===== src/rtl/ram_port_arbiter.sv =====
// Two-master arbiter sharing the RAM_B data port: IDLE -> ACCESS -> (WAIT) -> RESP per access.
// Define ARB_ROUND_ROBIN_EN for round-robin tie-breaking; default build uses fixed M0 priority.
module ram_port_arbiter #(
    parameter int unsigned ADDR_W = 10,
    parameter int unsigned DATA_W = 32,
    parameter int unsigned RD_LAT = 1
) (
    input  logic              clk,
    input  logic              RSTN,
    input  logic              m0_req,
    input  logic [3:0]        m0_we,
    input  logic [ADDR_W-1:0] m0_addr,
    input  logic [DATA_W-1:0] m0_wdata,
    output logic [DATA_W-1:0] m0_rdata,
    output logic              m0_ready,
    input  logic              m1_req,
    input  logic [3:0]        m1_we,
    input  logic [ADDR_W-1:0] m1_addr,
    input  logic [DATA_W-1:0] m1_wdata,
    output logic [DATA_W-1:0] m1_rdata,
    output logic              m1_ready,
    output logic [3:0]        ram_wea,
    output logic [ADDR_W-1:0] ram_addr,
    output logic [DATA_W-1:0] ram_dina,
    input  logic [DATA_W-1:0] ram_douta,
    output logic              busy,
    output logic              owner
);

    typedef enum logic [1:0] {StIdle, StAccess, StWait, StResp} state_e;

    localparam logic [2:0] CntInit = 3'(RD_LAT);

    state_e              state_q, state_d;
    logic                owner_q, owner_d;
    logic                last_q, last_d;
    logic [3:0]          we_q, we_d;
    logic [ADDR_W-1:0]   addr_q, addr_d;
    logic [DATA_W-1:0]   wdata_q, wdata_d;
    logic [2:0]          cnt_q, cnt_d;
    logic [DATA_W-1:0]   m0_rdata_q, m0_rdata_d;
    logic [DATA_W-1:0]   m1_rdata_q, m1_rdata_d;
    logic                win;

    // Winner when at least one request is present (0 = M0, 1 = M1)
    always_comb begin
`ifdef ARB_ROUND_ROBIN_EN
        if (m0_req && m1_req) begin
            win = ~last_q;
        end else begin
            win = ~m0_req;
        end
`else
        win = ~m0_req;
`endif
    end

    always_comb begin
        state_d    = state_q;
        owner_d    = owner_q;
        last_d     = last_q;
        we_d       = we_q;
        addr_d     = addr_q;
        wdata_d    = wdata_q;
        cnt_d      = cnt_q;
        m0_rdata_d = m0_rdata_q;
        m1_rdata_d = m1_rdata_q;
        unique case (state_q)
            StIdle: begin
                if (m0_req || m1_req) begin
                    owner_d = win;
                    we_d    = win ? m1_we    : m0_we;
                    addr_d  = win ? m1_addr  : m0_addr;
                    wdata_d = win ? m1_wdata : m0_wdata;
                    state_d = StAccess;
                end
            end
            StAccess: begin
                if (we_q != 4'b0000) begin
                    state_d = StResp;
                end else begin
                    cnt_d   = CntInit;
                    state_d = StWait;
                end
            end
            StWait: begin
                cnt_d = cnt_q - 3'd1;
                if (cnt_q == 3'd1) begin
                    if (owner_q) begin
                        m1_rdata_d = ram_douta;
                    end else begin
                        m0_rdata_d = ram_douta;
                    end
                    state_d = StResp;
                end
            end
            StResp: begin
                last_d  = owner_q;
                state_d = StIdle;
            end
            default: state_d = StIdle;
        endcase
    end

    always_ff @(posedge clk or negedge RSTN) begin
        if (!RSTN) begin
            state_q    <= StIdle;
            owner_q    <= 1'b0;
            last_q     <= 1'b1;
            we_q       <= '0;
            addr_q     <= '0;
            wdata_q    <= '0;
            cnt_q      <= '0;
            m0_rdata_q <= '0;
            m1_rdata_q <= '0;
        end else begin
            state_q    <= state_d;
            owner_q    <= owner_d;
            last_q     <= last_d;
            we_q       <= we_d;
            addr_q     <= addr_d;
            wdata_q    <= wdata_d;
            cnt_q      <= cnt_d;
            m0_rdata_q <= m0_rdata_d;
            m1_rdata_q <= m1_rdata_d;
        end
    end

    // addr/wdata registers only change at grant, so the RAM bus holds its value outside the access
    assign ram_wea  = (state_q == StAccess) ? we_q : 4'b0000;
    assign ram_addr = addr_q;
    assign ram_dina = wdata_q;
    assign busy     = (state_q != StIdle);
    assign owner    = owner_q;
    assign m0_ready = (state_q == StResp) && !owner_q;
    assign m1_ready = (state_q == StResp) && owner_q;
    assign m0_rdata = m0_rdata_q;
    assign m1_rdata = m1_rdata_q;

endmodule


===== config.mk =====
export PLATFORM = sky130hd
export DESIGN_NAME = ram_port_arbiter
export DESIGN_NICKNAME = d
export VERILOG_FILES = /design/src/rtl/ram_port_arbiter.sv
export SDC_FILE = /design/constraint.sdc
export NUM_CORES = 1
export LEC_CHECK = 0
export BUFFER_PORTS_ARGS = -buffer_cell sky130_fd_sc_hd__buf_2
export CAP_MARGIN = 15
export CORE_ASPECT_RATIO = 1.4
export CORE_UTILIZATION = 35
export CTS_CLUSTER_SIZE = 28
export DETAILED_ROUTE_END_ITERATION = 6
export PLACE_DENSITY = 0.66
export SLEW_MARGIN = 10
export SYNTH_ARGS = -nofsm -noshare
export SYNTH_HDL_FRONTEND = slang
export SYNTH_SLANG_ARGS = --single-unit
export TNS_END_PERCENT = 30

===== constraint.sdc =====
create_clock -name clk -period 1.6 [get_ports clk]
set_input_delay 0.24 -clock clk [delete_from_list [all_inputs] [get_ports clk]]
set_output_delay 0.24 -clock clk [all_outputs]
set_load 0.05 [all_outputs]

Yosys cells after proc, flatten, opt, wreduce, memory -nomap -nowiden

Cells that the tools add are included.

Register bits after elaboration: 116
Bits of input ports: 128
Logic and storage cells: 41

Add/sub/neg operators: 1
Equality and inequality tests: 7
Mux-type cells: 10
Bitwise operators: 2
Reduce and logical (&&, ||, !) cells: 13

Operator list:

| cell                  | number |
|---|---|
| $mux W32              | 1 |
| $mux W10              | 1 |
| $mux W4               | 2 |
| $pmux W2 S4           | 1 |
| $ne A2 B2 Y1 const B  | 3 |
| $pmux W3 S2           | 1 |
| $reduce_and A2 Y1     | 3 |
| $reduce_and A3 Y1     | 2 |
| $eq A2 B2 Y1 const B  | 2 |
| $mux W2               | 2 |
| $reduce_bool A2 Y1    | 2 |
| $reduce_bool A4 Y1    | 1 |
| $eq A3 B1 Y1 const B  | 1 |
| $mux W3               | 1 |
| $sub A3 B1 Y3 const B | 1 |
| $eq A2 B1 Y1 const B  | 1 |
| $logic_and A1 B1 Y1   | 2 |
| $logic_not A2 Y1      | 1 |
| $not A1 Y1            | 2 |
| $logic_not A1 Y1      | 1 |
| $logic_or A1 B1 Y1    | 1 |
| $mux W1               | 1 |

Longest topological paths before layout

Word-level depth: 3
Depth in mapped cells: 7
Mapped depth without buffers: 5

Worst setup path after synthesis

No wires, ideal clock.

Kind: flip-flop to flip-flop
From: reg state_q[0]
To: reg m0_rdata_q[10], in the netlist m0_rdata[10]
Arrival time: 1.620 ns
Slack: -0.144 ns
Stages on the path, launching flop included: 7
Path buffers: 2
Period minus slack after synthesis: 1.744 ns
Cells stage by stage: dfrtp_1 > inv_1 > ha_1 > buf_2 > nor3b_4 > buf_6 > mux2_2

Cells in the longest elaborated chain, start to end: 2

RTL lines:

| what                        | line | RTL |
|---|---|---|
| from (decl)                 | 34   | `state_e state_q, state_d;` |
| from (signal assigned)      | 107  | `state_q <= StIdle;` |
| from (signal assigned)      | 117  | `state_q <= state_d;` |
| $eq A2 B2 Y1                | 68   | `unique case (state_q)` |
| $reduce_and A3 Y1 (no line) | n/a  |  |
| to (signal assigned)        | 124  | `m0_rdata_q <= m0_rdata_d;` |
| to (decl)                   | 41   | `logic [DATA_W-1:0] m0_rdata_q, m0_rdata_d;` |

Every way passes these cells.
A chain may end at the register's enable or synchronous reset.

Worst setup path in the final report

From: reg state_q[1]
To: reg m0_rdata_q[19], in the netlist m0_rdata[19]

Same word-level chain as after synthesis.

==> run summary <==
* **count of vias placed by the detailed router** 3913
* **count of antenna diodes in the layout** 0
* **WP data arrival** 2000 ps
* **Die X** 103 µm
* **Syn. warnings** 0
* **share of the core filled with cells** 0.540
* **P_leak** 3.81 nW
* **fraction of layout instances using a drive strength above 1** 0.584
* **most used cells in the layout excluding fill and tap cells** 233 x buf_2, 115 x dfrtp_1, 49 x nand2_1, 46 x mux2i_1, 46 x o21ai_0
* **final setup violating endpoints** 72
* **total congestion overflow** 0
* **synth top area cells** dfrtp_1 58%, mux2_2 15%, mux2i_1 9.3%
* **post-detailed-route DRC marker count** 0
* **DR vias/cell** 4.64
* **post-synthesis cell type with the largest combined area** dfrtp_1
* **Worst setup EP type** flop
* **global-route wire length before repair** 19300 µm
* **beginning of the worst hold path** ram_douta[7]
* **overall die area** 14700 µm²
* **crit path kind** flop to flop
* **Combinational Power Share** 0.542
* **pwr/cell area** 2650 nW/µm²
* **setup tns final** -6780 ps
* **routability-driven placement congestion ratio** 0.792
* **launch point of the worst reg-to-reg path** state_q[1]
* **number of I/O pins** 242
* **area delta synth->final** 50.7%
* **pin count of the biggest net entering global routing** 95
* **Max Cap Viol** 0
* **final worst setup slack** -123 ps
* **first-iteration detailed-routing DRC count** 101
* **antenna violation net count after detailed routing** 0
* **unrepaired setup endpoints after global routing** yes
* **number of register bits inferred by synthesis** 116
* **final count of pins violating max slew** 0
* **Final Hold Vio Count** 0
* **overall routing resource usage** 0.172
* **Post-DP Area** 6480 µm²
* **EDFF count, synth** 0
* **worst hold endpoint** m0_rdata[7]
* **hpwl dp** 8720 µm
* **height of the die** 143 µm
* **summed instance area of the synthesized netlist** 4960 µm²
* **first-pass iteration count of the detailed router** 6
* **Synthesized Nets** 517
* **peak supply drop** 1.32 mV
* **number of rows created at floorplan** 51
* **clock tree from TritonCTS** done
* **dominant synthesized flop cell** dfrtp_1
* **status** finished, violations left
* **final standard cell area without fillers** 7480 µm²
* **required time reported for the critical path endpoint** 1880 ps
* **cell internal power dissipation** 10.3 mW
* **number of cells on the worst reg-to-reg path** 7
* **root buf cell** clkbuf_16
* **net count of the finished layout** 781
* **Crit Reg-Reg Endpoint** m0_rdata[19]
* **core area** 13800 µm²
* **Yosys top cell area share** 0.585
* **placed instance count** 799
* **net switching power** 9.51 mW
* **proportion of power drawn by flip-flops and latches** 0.265
* **slew at the pin closest to its max-slew limit** 422 ps
* **number of H-tree levels** 4
* **cell depth of the worst hold path** 2
* **Cells after Synth** 382
* **Max Freq** 580 MHz
* **number of buffers created by CTS** 17
* **Tmin final** 1720 ps
* **worst clock skew** 8.03 ps
* **net switching fraction of the power** 0.480
* **critical path peak fanout** 8
* **leading cell type in the layout, fill and taps excluded** buf_2
* **total number of clock tree sinks** 116
* **clock share of power** 0.193
* **Total Routed Length** 12600 µm
* **number of antenna violations at the first check in global routing** 0
* **average wire per cell in the routed design** 15.0 µm
* **vias in the first global route** 3996
* **post-route worst hold slack** 74.8 ps
* **initial core utilization** 0.358
* **clock-pin transition on the worst setup and hold timing paths** 60 ps
* **type of the most critical hold path** primary input to flop
* **asr flop ratio synth** 1.00
* **crit path launch type** flop
* **maximum buffer depth of the clock tree** 2
* **I/O Buffers** 241
* **proportion of synthesized chip area in sequential cells** 0.585
* **number of standard cells in the final layout excluding fillers** 844
* **Period Utilization, post-route** 1.08
* **violated checks** setup timing
* **register-to-register setup slack** -120 ps
* **slew margin rel.** 0.718
* **post-synthesis area per instance** 13.0 µm²
* **count of cell types in the netlist** 28
* **clock latency of the later-clocked register in the worst-skew pair** 410 ps
-- cell families after synthesis --
group	share of synthesized area
buffers and inverters	0.0318
AOI/OAI and AO/OA	0.0658
muxes	0.240
adders and majority gates	0.0176
DFF	0.585
and+or+nand+nor	0.0595
-- layout make-up --
type,count,area (µm²)
fill,1189,6370
clock inverter,13,159
sequential,116,2900
clock buffer,19,443
timing repair buffer,268,1630
multi-input combinational,238,2090
tap,185,231
inverter,5,21.3
-- registers in the layout, summed over array words and instances (netlist names) --
register	cells
cnt_q	3
m0_rdata	32
m1_rdata	32
owner	1
ram_addr	10
ram_dina	32
state_q	2
we_q	4
-- critical path, cell delays in order (launching register included) --
cell,delay (ps)
dfrtp_1,410
buf_6,130
buf_4,140
ha_4,160
nor3b_4,140
buf_6,140
clkbuf_16,180
mux2_4,300
-- how the worst max path moves through the flow --
stage / from / end / slack, ps / cells past startpoint
floorplan: state_q[0] / m0_rdata[10] / -50 / 6
finish: state_q[1] / m0_rdata[19] / -120 / 7
global route: state_q[1] / m1_rdata[20] / -170 / 6
detailed placement: cnt_q[1] / m0_rdata[13] / -100 / 6
CTS: state_q[1] / m1_ready / -120 / 5
global placement: cnt_q[1] / m0_rdata[28] / -50 / 6
-- metal layers --
layer  vias up  part of all wire  GRT usage
met2       183              0.51      0.289
met5         -                 0          0
li1       1860                 -          -
met3        25             0.074     0.0529
met4         0             0.022     0.0797
met1      1845              0.39      0.197
-- cell usage after synthesis, types with 3 or more instances --
master / instances
inv_1: 5
nand2_1: 49
ha_1: 7
buf_4: 4
o21ai_0: 47
buf_6: 3
clkbuf_1: 4
buf_2: 12
mux2i_1: 46
mux2_2: 65
nor2_1: 4
and2_1: 4
dfrtp_1: 116
-- stage by stage --
stage | power, mW | worst slack [ps]
after global placement | 14.9 | -51.4
after detailed placement | 15.1 | -102
final | 19.8 | -123
after CTS | 19.5 | -122
after global routing | 20.9 | -166
after floorplan | 12.6 | -45.1
-- power by group through the flow --
stage	Clock (mW)	Combinational (mW)	Sequential, mW
CTS	3.91	10.3	5.25
floorplan	0	2.62	9.97
finish	3.82	10.7	5.26
global route	4.07	11.4	5.43
global placement	0	9.69	5.20
detailed placement	0	9.88	5.25
-- timing repair --
item | CTS | global route
hold buffers | 1 | 0
gates resized for setup | 44 | 27
endpoints found under the setup margin | 39 | 74
hold endpoints to repair | 116 | 0
pin swaps | 1 | 2
buffers inserted | 6 | 3
cloned | 0 | 3
No activity file was read; power rests on OpenSTA's default activity.
